File: config.mk
export PLATFORM = sky130hd
export DESIGN_NAME = alu_share_arb
export DESIGN_NICKNAME = d
export VERILOG_FILES = /design/src/rtl/alu_pkg.sv /design/src/rtl/rr_arb2.sv /design/src/rtl/alu_share_arb.sv
export SDC_FILE = /design/constraint.sdc
export NUM_CORES = 1
export LEC_CHECK = 0
export ABC_CLOCK_PERIOD_IN_PS = 2000
export CAP_MARGIN = 30
export CORE_AREA = 2 2 109 111
export CTS_CLUSTER_DIAMETER = 60
export DETAILED_ROUTE_END_ITERATION = 10
export DIE_AREA = 0 0 111 113
export GPL_ROUTABILITY_DRIVEN = 0
export PLACE_DENSITY_LB_ADDON = 0.12
export SLEW_MARGIN = 20
export SYNTH_ARGS = -nofsm -noshare
export SYNTH_HDL_FRONTEND = slang
export SYNTH_HIERARCHICAL = 1
export SYNTH_SLANG_ARGS = --single-unit
File: constraint.sdc
create_clock -name clk -period 2 [get_ports clk]
set_input_delay 0.4 -clock clk [delete_from_list [all_inputs] [get_ports clk]]
set_output_delay 0.4 -clock clk [all_outputs]
set_load 0.03 [all_outputs]
File: src/rtl/alu_pkg.sv
// -----------------------------------------------------------------------------
// alu_pkg
// Shared definitions for the integer ALU, its decode path and the ALU share
// arbiter: 4-bit op code constants, the op legality check, the default data
// width and the response-register state type.
// -----------------------------------------------------------------------------
package alu_pkg;

    localparam int XLEN_DEFAULT = 32;

    localparam logic [3:0] OP_NONE = 4'd0;
    localparam logic [3:0] OP_ADD  = 4'd1;
    localparam logic [3:0] OP_SUB  = 4'd2;
    localparam logic [3:0] OP_AND  = 4'd3;
    localparam logic [3:0] OP_OR   = 4'd4;
    localparam logic [3:0] OP_XOR  = 4'd5;
    localparam logic [3:0] OP_SLL  = 4'd6;
    localparam logic [3:0] OP_SRA  = 4'd7;
    localparam logic [3:0] OP_SRL  = 4'd8;
    localparam logic [3:0] OP_SLT  = 4'd9;
    localparam logic [3:0] OP_SLTU = 4'd10;

    typedef enum logic {
        RSP_EMPTY = 1'b0,
        RSP_FULL  = 1'b1
    } rsp_state_e;

    // Legal op codes are NONE through SLTU; codes 11..15 are illegal.
    function automatic logic op_legal(input logic [3:0] op);
        return (op <= OP_SLTU);
    endfunction

endpackage

File: src/rtl/rr_arb2.sv
// -----------------------------------------------------------------------------
// rr_arb2
// Two-input arbiter. Grants at most one requester per cycle when en_i is high
// and reset is released. Default build: round-robin using a last_grant bit
// (reset to 1 so requester 0 wins the first tie). With ALU_ARB_FIXED_PRIO_EN
// defined, requester 0 always wins ties and no last_grant state exists.
//
// Ports:
//   clk_i    clock
//   rst_ni   synchronous active-low reset (also masks grants while low)
//   req_i    [1:0] request vector
//   en_i     grant enable (downstream can take a result this cycle)
//   gnt_o    [1:0] one-hot grant (or zero)
// -----------------------------------------------------------------------------
module rr_arb2 (
    input  logic       clk_i,
    input  logic       rst_ni,
    input  logic [1:0] req_i,
    input  logic       en_i,
    output logic [1:0] gnt_o
);

    logic winner_s;

`ifdef ALU_ARB_FIXED_PRIO_EN
    // Fixed priority: requester 0 wins whenever it is valid.
    always_comb begin
        if (req_i[0]) begin
            winner_s = 1'b0;
        end else begin
            winner_s = 1'b1;
        end
    end
`else
    logic last_grant_q;
    logic last_grant_d;
    logic grant_any_s;

    // Winner selection: on a tie, the requester that did not win last time.
    always_comb begin
        if (req_i == 2'b11) begin
            winner_s = ~last_grant_q;
        end else if (req_i[1]) begin
            winner_s = 1'b1;
        end else begin
            winner_s = 1'b0;
        end
    end

    assign grant_any_s = en_i & rst_ni & (|req_i);

    // last_grant only moves when a grant is actually issued.
    always_comb begin
        last_grant_d = last_grant_q;
        if (grant_any_s) begin
            last_grant_d = winner_s;
        end else begin
            last_grant_d = last_grant_q;
        end
    end

    // last_grant register; reset to 1 so requester 0 wins the first tie.
    always_ff @(posedge clk_i) begin
        if (!rst_ni) begin
            last_grant_q <= 1'b1;
        end else begin
            last_grant_q <= last_grant_d;
        end
    end
`endif

    // Grant vector: only the winner, only if it is valid and enabled.
    always_comb begin
        gnt_o = 2'b00;
        if (en_i && rst_ni && req_i[winner_s]) begin
            gnt_o[winner_s] = 1'b1;
        end else begin
            gnt_o = 2'b00;
        end
    end

endmodule

File: src/rtl/alu_share_arb.sv
// -----------------------------------------------------------------------------
// alu_share_arb
// Arbiter and issue sequencer for the shared integer ALU. Two requesters
// (0: integer pipeline, 1: branch/AGU) hand in op/operands over valid/ready;
// one is granted per cycle, its op/operands drive the combinational ALU and
// the result is captured into a one-entry response register tagged with the
// winner's ID. Illegal op codes (11..15) are driven to the ALU as NONE and
// produce rsp_result=0 with rsp_illegal=1.
//
// Configuration macro: ALU_ARB_FIXED_PRIO_EN (requester 0 always wins ties).
//
// Ports:
//   clk, rst_n                       clock, synchronous active-low reset
//   reqN_valid/ready/op/a/b (N=0,1)  requester handshakes and payload
//   alu_op, alu_a, alu_b             drive to the shared ALU
//   alu_result                       combinational ALU result
//   rsp_valid/ready/id/result/illegal response register handshake and fields
// -----------------------------------------------------------------------------
module alu_share_arb
    import alu_pkg::*;
#(
    parameter int XLEN = XLEN_DEFAULT
) (
    input  logic            clk,
    input  logic            rst_n,
    input  logic            req0_valid,
    output logic            req0_ready,
    input  logic [3:0]      req0_op,
    input  logic [XLEN-1:0] req0_a,
    input  logic [XLEN-1:0] req0_b,
    input  logic            req1_valid,
    output logic            req1_ready,
    input  logic [3:0]      req1_op,
    input  logic [XLEN-1:0] req1_a,
    input  logic [XLEN-1:0] req1_b,
    output logic [3:0]      alu_op,
    output logic [XLEN-1:0] alu_a,
    output logic [XLEN-1:0] alu_b,
    input  logic [XLEN-1:0] alu_result,
    output logic            rsp_valid,
    input  logic            rsp_ready,
    output logic            rsp_id,
    output logic [XLEN-1:0] rsp_result,
    output logic            rsp_illegal
);

    rsp_state_e      state_q, state_d;
    logic            id_q, id_d;
    logic [XLEN-1:0] result_q, result_d;
    logic            illegal_q, illegal_d;

    logic            can_issue_s;
    logic [1:0]      gnt_s;
    logic            accept_s;
    logic [3:0]      sel_op_s;
    logic [XLEN-1:0] sel_a_s, sel_b_s;
    logic            legal_s;

    // A new result can be taken if the register is empty or is draining now.
    assign can_issue_s = (state_q == RSP_EMPTY) | rsp_ready;

    rr_arb2 u_arb (
        .clk_i  (clk),
        .rst_ni (rst_n),
        .req_i  ({req1_valid, req0_valid}),
        .en_i   (can_issue_s),
        .gnt_o  (gnt_s)
    );

    assign req0_ready = gnt_s[0];
    assign req1_ready = gnt_s[1];
    assign accept_s   = |gnt_s;

    // Payload mux: the granted requester's op and operands.
    always_comb begin
        if (gnt_s[1]) begin
            sel_op_s = req1_op;
            sel_a_s  = req1_a;
            sel_b_s  = req1_b;
        end else begin
            sel_op_s = req0_op;
            sel_a_s  = req0_a;
            sel_b_s  = req0_b;
        end
    end

    assign legal_s = op_legal(sel_op_s);

    // ALU drive: idle as NONE with zero operands; illegal codes become NONE.
    always_comb begin
        alu_op = OP_NONE;
        alu_a  = '0;
        alu_b  = '0;
        if (accept_s) begin
            alu_op = legal_s ? sel_op_s : OP_NONE;
            alu_a  = sel_a_s;
            alu_b  = sel_b_s;
        end else begin
            alu_op = OP_NONE;
            alu_a  = '0;
            alu_b  = '0;
        end
    end

    // Response FSM next state and capture of the granted result.
    always_comb begin
        state_d   = state_q;
        id_d      = id_q;
        result_d  = result_q;
        illegal_d = illegal_q;
        case (state_q)
            RSP_EMPTY: begin
                if (accept_s) begin
                    state_d = RSP_FULL;
                end else begin
                    state_d = RSP_EMPTY;
                end
            end
            RSP_FULL: begin
                if (rsp_ready && !accept_s) begin
                    state_d = RSP_EMPTY;
                end else begin
                    state_d = RSP_FULL;
                end
            end
            default: begin
                state_d = RSP_EMPTY;
            end
        endcase
        if (accept_s) begin
            id_d      = gnt_s[1];
            result_d  = legal_s ? alu_result : {XLEN{1'b0}};
            illegal_d = ~legal_s;
        end else begin
            id_d      = id_q;
            result_d  = result_q;
            illegal_d = illegal_q;
        end
    end

    // Response register; reset discards any pending response.
    always_ff @(posedge clk) begin
        if (!rst_n) begin
            state_q   <= RSP_EMPTY;
            id_q      <= 1'b0;
            result_q  <= {XLEN{1'b0}};
            illegal_q <= 1'b0;
        end else begin
            state_q   <= state_d;
            id_q      <= id_d;
            result_q  <= result_d;
            illegal_q <= illegal_d;
        end
    end

    assign rsp_valid   = (state_q == RSP_FULL);
    assign rsp_id      = id_q;
    assign rsp_result  = result_q;
    assign rsp_illegal = illegal_q;

endmodule

Yosys cells after proc, flatten, opt, wreduce, memory -nomap -nowiden
Cells that the tools add are included.
{"block": "word_totals", "regBits": 36, "latch_bits": 0, "mem_bits_rw": 0, "mem_bits_ro": 0, "in_bits": 173, "output_inout_bits": 105, "mem_count": 0}
{"block": "op_classes", "addsub": 0, "mul": 0, "div_mod_pow": 0, "magnitude_cmp": 3, "n_eq_ne": 1, "shifts": 0, "mux": 18, "bitwise": 6, "n_reduce_logical": 7}
{"operator": "$mux 32", "count": 5}
{"operator": "$mux 4", "count": 3}
{"operator": "$mux 1", "count": 7}
{"operator": "$le 4x4->1 const B", "count": 1}
{"operator": "$logic_and 1x1->1", "count": 4}
{"operator": "$reduce_or 2->1", "count": 2}
{"operator": "$not 1->1", "count": 3}
{"operator": "$and 1x1->1", "count": 2}
{"operator": "$eq 2x2->1 const B", "count": 1}
{"operator": "$lt 1x2->1 const B", "count": 1}
{"operator": "$mux 2", "count": 1}
{"operator": "$pmux 1 s2", "count": 1}
{"operator": "$demux 1 s1", "count": 1}
{"operator": "$ge 1x1->1 const B", "count": 1}
{"operator": "$logic_not 1->1", "count": 1}
{"operator": "$or 1x1->1", "count": 1}

Depth between registers and ports, before layout
{"block": "depth", "word_depth": 12, "depth_mapped": 8}

By module
The synthesis kept the hierarchy.
{"mod": "alu_share_arb", "n_inst": 1, "cells_each": 292, "area_each_um2": 2392.3, "seq_area_each_um2": 700.7}
{"mod": "rr_arb2", "n_inst": 1, "cells_each": 9, "area_each_um2": 63.8, "seq_area_each_um2": 20.0}

Worst setup path after synthesis
OpenSTA, ideal clock, no wires.
{"block": "synth_path", "path_type": "register to output", "from": "reg state_q (netlist: rsp_valid)", "to": "out alu_op[3]", "arrival_ns": 2.346, "slack_ns": -0.746, "path_stages_with_launch": 9, "n_path_buf": 3, "path_cell_list": "dfxtp_1 > nand2b_1 > nand3_1 > a21oi_1 > buf_4 > buf_4 > buf_2 > a21oi_1 > a21oi_1"}
{"block": "synth_via", "elab_chain_len": 9, "word_cells_on_any_way": 10}
{"element": "start, declared", "line": "alu_share_arb.sv:47", "rtl": "rsp_state_e state_q, state_d;"}
{"element": "start signal, assigned", "line": "alu_share_arb.sv:149", "rtl": "state_q <= state_d;"}
{"element": "$not 1->1 *"}
{"element": "$or 1x1->1 *", "line": "alu_share_arb.sv:60", "rtl": "assign can_issue_s = (state_q == RSP_EMPTY) | rsp_ready;"}
{"element": "net can_issue_s", "line": "alu_share_arb.sv:52", "rtl": "logic can_issue_s;"}
{"element": "$logic_and 1x1->1 * (2 in series)", "line": "rr_arb2.sv:75", "rtl": "if (en_i && rst_ni && req_i[winner_s]) begin"}
{"element": "$mux 2 *", "line": "rr_arb2.sv:75"}
{"element": "net req1_ready", "line": "alu_share_arb.sv:32", "rtl": "output logic req1_ready,"}
{"element": "$mux 4", "line": "alu_share_arb.sv:76", "rtl": "if (gnt_s[1]) begin"}
{"element": "$le 4x4->1", "line": "alu_pkg.sv:30", "rtl": "return (op <= OP_SLTU);"}
{"element": "$mux 4", "line": "alu_share_arb.sv:95", "rtl": "alu_op = legal_s ? sel_op_s : OP_NONE;"}
{"element": "$mux 4 *", "line": "alu_share_arb.sv:94", "rtl": "if (accept_s) begin"}
{"element": "end, declared", "line": "alu_share_arb.sv:36", "rtl": "output logic [3:0] alu_op,"}
The timed path passes the listed nets; every way through them passes the cells marked *.

Worst setup path after layout
{"block": "layout_path", "from": "in req0_valid", "to": "out alu_a[14]"}
{"block": "layout_via", "elab_chain_len": 9, "word_cells_on_any_way": 14}
{"element": "start, declared", "line": "alu_share_arb.sv:26", "rtl": "input logic req0_valid,"}
{"element": "$eq 2x2->1", "line": "rr_arb2.sv:41", "rtl": "if (req_i == 2'b11) begin"}
{"element": "$mux 1", "line": "rr_arb2.sv:41"}
{"element": "$lt 1x2->1 (not written as such) / $ge 1x1->1 (equally long branches)", "line": "rr_arb2.sv:76", "rtl": "gnt_o[winner_s] = 1'b1;"}
{"element": "$logic_and 1x1->1 (not written as such)", "line": "rr_arb2.sv:76"}
{"element": "$mux 1 (not written as such)", "line": "rr_arb2.sv:76"}
{"element": "$demux 1 s1"}
{"element": "$mux 2 *", "line": "rr_arb2.sv:75"}
{"element": "$mux 32 / $reduce_or 2->1 (equally long branches)", "line": "alu_share_arb.sv:76, alu_share_arb.sv:72"}
{"element": "$mux 32 *", "line": "alu_share_arb.sv:94"}
{"element": "end, declared", "line": "alu_share_arb.sv:37", "rtl": "output logic [XLEN-1:0] alu_a,"}
Every way passes the cells marked *; elsewhere a longest branch is shown, timed or not. The select of a mux whose other input is x is not followed.

==> flow_metrics.env <==
export IMPL_start_util=0.218
export IMPL_crit_type="in -> out"
export IMPL_clk_latency_ns=0.27
export IMPL_synth_compound_area_share=0.497
export IMPL_core_rowCount=39
export IMPL_drv_slew=0
export IMPL_grtUsageTotal=0.236
export IMPL_first_global_vias=4053
export IMPL_cp_arrival_ns=1.84
export IMPL_worstPathMaxFanout=8
export IMPL_worst_ir_drop_vdd_v=0.000345
export IMPL_worst_r2r_endpoint="rsp_result[17]"
export IMPL_drv_cap=0
export IMPL_hold_buffers=0
export IMPL_postRouteAntennaNets=0
export IMPL_rsz0062_at_grt="yes"
export IMPL_synth_fa_ha_area_frac=0
export IMPL_fp_dieH_um=113
export IMPL_die_x_um=111
export IMPL_post_drt_wl_per_cell_um=20.7
export IMPL_hold_path_class="reg -> reg"
export IMPL_clk_path_buf_depth=2
export IMPL_finClkSkew_ns=0.00110
export IMPL_place_inst=712
export IMPL_violations="setup timing"
export IMPL_drive_gt1_frac=0.350
export IMPL_synth_xor_area_frac=0
export IMPL_synth_area_sq_um=2460
export IMPL_endpoint_kind="primary output"
export IMPL_finalSetupTns_ns=-11.85
export IMPL_remaining_drc_errors=0
export IMPL_period_minus_slack_ns=2.24
export IMPL_synthCells=301
export IMPL_synthFlopType="dfxtp_1"
export IMPL_yosysSeqAreaShare=0.293
export IMPL_avgSynthCellArea_sq_um=8.16
export IMPL_synthMuxAreaShare=0
export IMPL_grt_overflow=0
export IMPL_nNetsFinal=767
export IMPL_p_leak_nw=2.75
export IMPL_layout_common_cells="clkdlybuf4s50_1 (203), buf_6 (68), nand2_1 (66)"
export IMPL_design_area_sq_um=6780
export IMPL_area_delta_synth_final_pct=176
export IMPL_vias_per_cell=5.10
export IMPL_h_tree_depth=2
export IMPL_reg2reg_slack_ns=0.20
export IMPL_hold_start="rsp_result[23]"
export IMPL_grt_max_degree=68
export IMPL_worstSetupEndpoint="alu_a[14]"
export IMPL_vias=3772
export IMPL_worstMarginPinSlew_ns=0.628
export IMPL_power_density_nw_per_um2=480
export IMPL_outcome="complete, but fails checks"
export IMPL_startpoint="req0_valid"
export IMPL_async_reset_ff_frac=0
export IMPL_drtIter0Drc=191
export IMPL_synth_edf_count=0
export IMPL_hold_violations=0
export IMPL_finalSetupViolations=68
export IMPL_max_freq_ghz=0.446
export IMPL_cts_root_buf="clkbuf_16"
export IMPL_layout_commonest_cell="clkdlybuf4s50_1"
export IMPL_drtPass1Iterations=4
export IMPL_io_pins=278
export IMPL_period_share=1.12
export IMPL_yosys_warnings=6
export IMPL_r2r_cells=10
export IMPL_dp_hpwl_mm=11.6
export IMPL_grt_pass1_wl_mm=23.1
export IMPL_ys_types=28
export IMPL_synth_seq_cells=36
export IMPL_port_buffers=277
export IMPL_cts_buffers=5
export IMPL_cts_tree="built"
export IMPL_clk_transition_reported_paths_ns=0.05
export IMPL_yosys_area_share_simple=0.130
export IMPL_fillers=961
export IMPL_clkSinkCount=36
export IMPL_r2r_start="rsp_valid"
export IMPL_syn_nets=474
export IMPL_start_kind="primary input"
export IMPL_fp_coreArea_sq_um=11300
export IMPL_antenna_found_initial=1
export IMPL_cp_data_required_time_ns=1.60
export IMPL_postPlaceCellArea_sq_um=5930
export IMPL_power_mw=3.25
export IMPL_finalWorstSetupSlack_ns=-0.242
export IMPL_die_area_sq_um=12500
export IMPL_max_slew_margin=0.581
export IMPL_stdcell_count=739
export IMPL_synth_top_family_by_area="compound AO/OA/AOI/OAI gates"
export IMPL_routed_wl_mm=15.3
[layer usage]
| layer | track usage | vias to the layer above | wire length, um |
|---|---|---|---|
| li1 | - | 1783 | - |
| met1 | 0.277 | 1799 | 5950 |
| met2 | 0.416 | 168 | 7850 |
| met3 | 0.0739 | 22 | 1170 |
| met4 | 0.0650 | 0 | 344 |
| met5 | 0 | - | 0 |
[power by group]
part	switching, mW	leakage (nW)	internal [mW]
Combinational	0.769	2.39	0.915
Sequential	0.0267	0.294	0.765
Clock	0.281	0.0712	0.497
Total	1.08	2.75	2.18
[stage by stage]
stage               setup slack, ns  utilization  hold WS, ns
detailed placement           -0.462        0.526        0.470
CTS                          -0.228        0.598        0.483
global placement             -0.452        0.526        0.464
floorplan                   -0.0373            -        0.459
finish                       -0.242        0.601        0.481
global route                 -0.297        0.601        0.504
[synth_stat cells (2+ instances only)]
cell       instances  area (sq um)
nand3_1            2          10.0
clkbuf_1          14          52.6
o2111ai_1         32           280
nand2_1           66           248
a22o_1            64           561
buf_2             20           100
buf_4              4          30.0
inv_1              3          11.3
o21ai_0            2          10.0
o21a_1             2          15.0
nor2b_1            2          12.5
a21oi_1            6          30.0
a32o_1             3          30.0
dfxtp_1           36           721
o211ai_1          32           240
[sequential cells by signal, summed over array words and instances (netlist names)]
signal              cells
rsp_illegal             1
rsp_result             32
rsp_valid               1
u_arb/last_grant_q      1
rsp_id                  1
[area by class of cell]
type / instances / area, sq um / area share
clock buffers: 8 / 146 / 0.0216
flip-flops and latches: 36 / 723 / 0.107
diodes: 1 / 2.50 / 0.000369
repair buffers: 324 / 3590 / 0.530
inverters: 3 / 11.3 / 0.00166
well taps: 143 / 179 / 0.0264
multi-input cells: 224 / 2120 / 0.313
[timing repair]
item	CTS	global route
pin swaps	5	5
buffers inserted	9	3
cloned	7	2
endpoints found under the setup margin	69	68
gates resized for setup	104	3
[kinds of logic (layout without fill, tap and decap cells)]
group	after synthesis	in the layout
other	0	1
buffers and inverters	41	335
AND/OR/NAND/NOR	76	76
flip-flops	36	36
AO/OA/AOI/OAI	148	148
[worst min path at each step]
stage                              end  slack [ns]  depth (start not counted)
floorplan           u_arb/last_grant_q        0.46                          1
global placement        rsp_result[28]        0.46                          2
detailed placement      rsp_result[23]        0.47                          2
CTS                     rsp_result[23]        0.48                          2
global route            rsp_result[19]        0.50                          2
finish                  rsp_result[23]        0.48                          2
[critical path, cell delays in order]
cell,delay (ns)
clkdlybuf4s15_1,0.24
buf_6,0.15
a21oi_4,0.20
nor2b_4,0.07
buf_6,0.14
buf_6,0.13
buf_16,0.14
a22o_4,0.22
buf_6,0.13
Power figures use the tool's default switching activity.
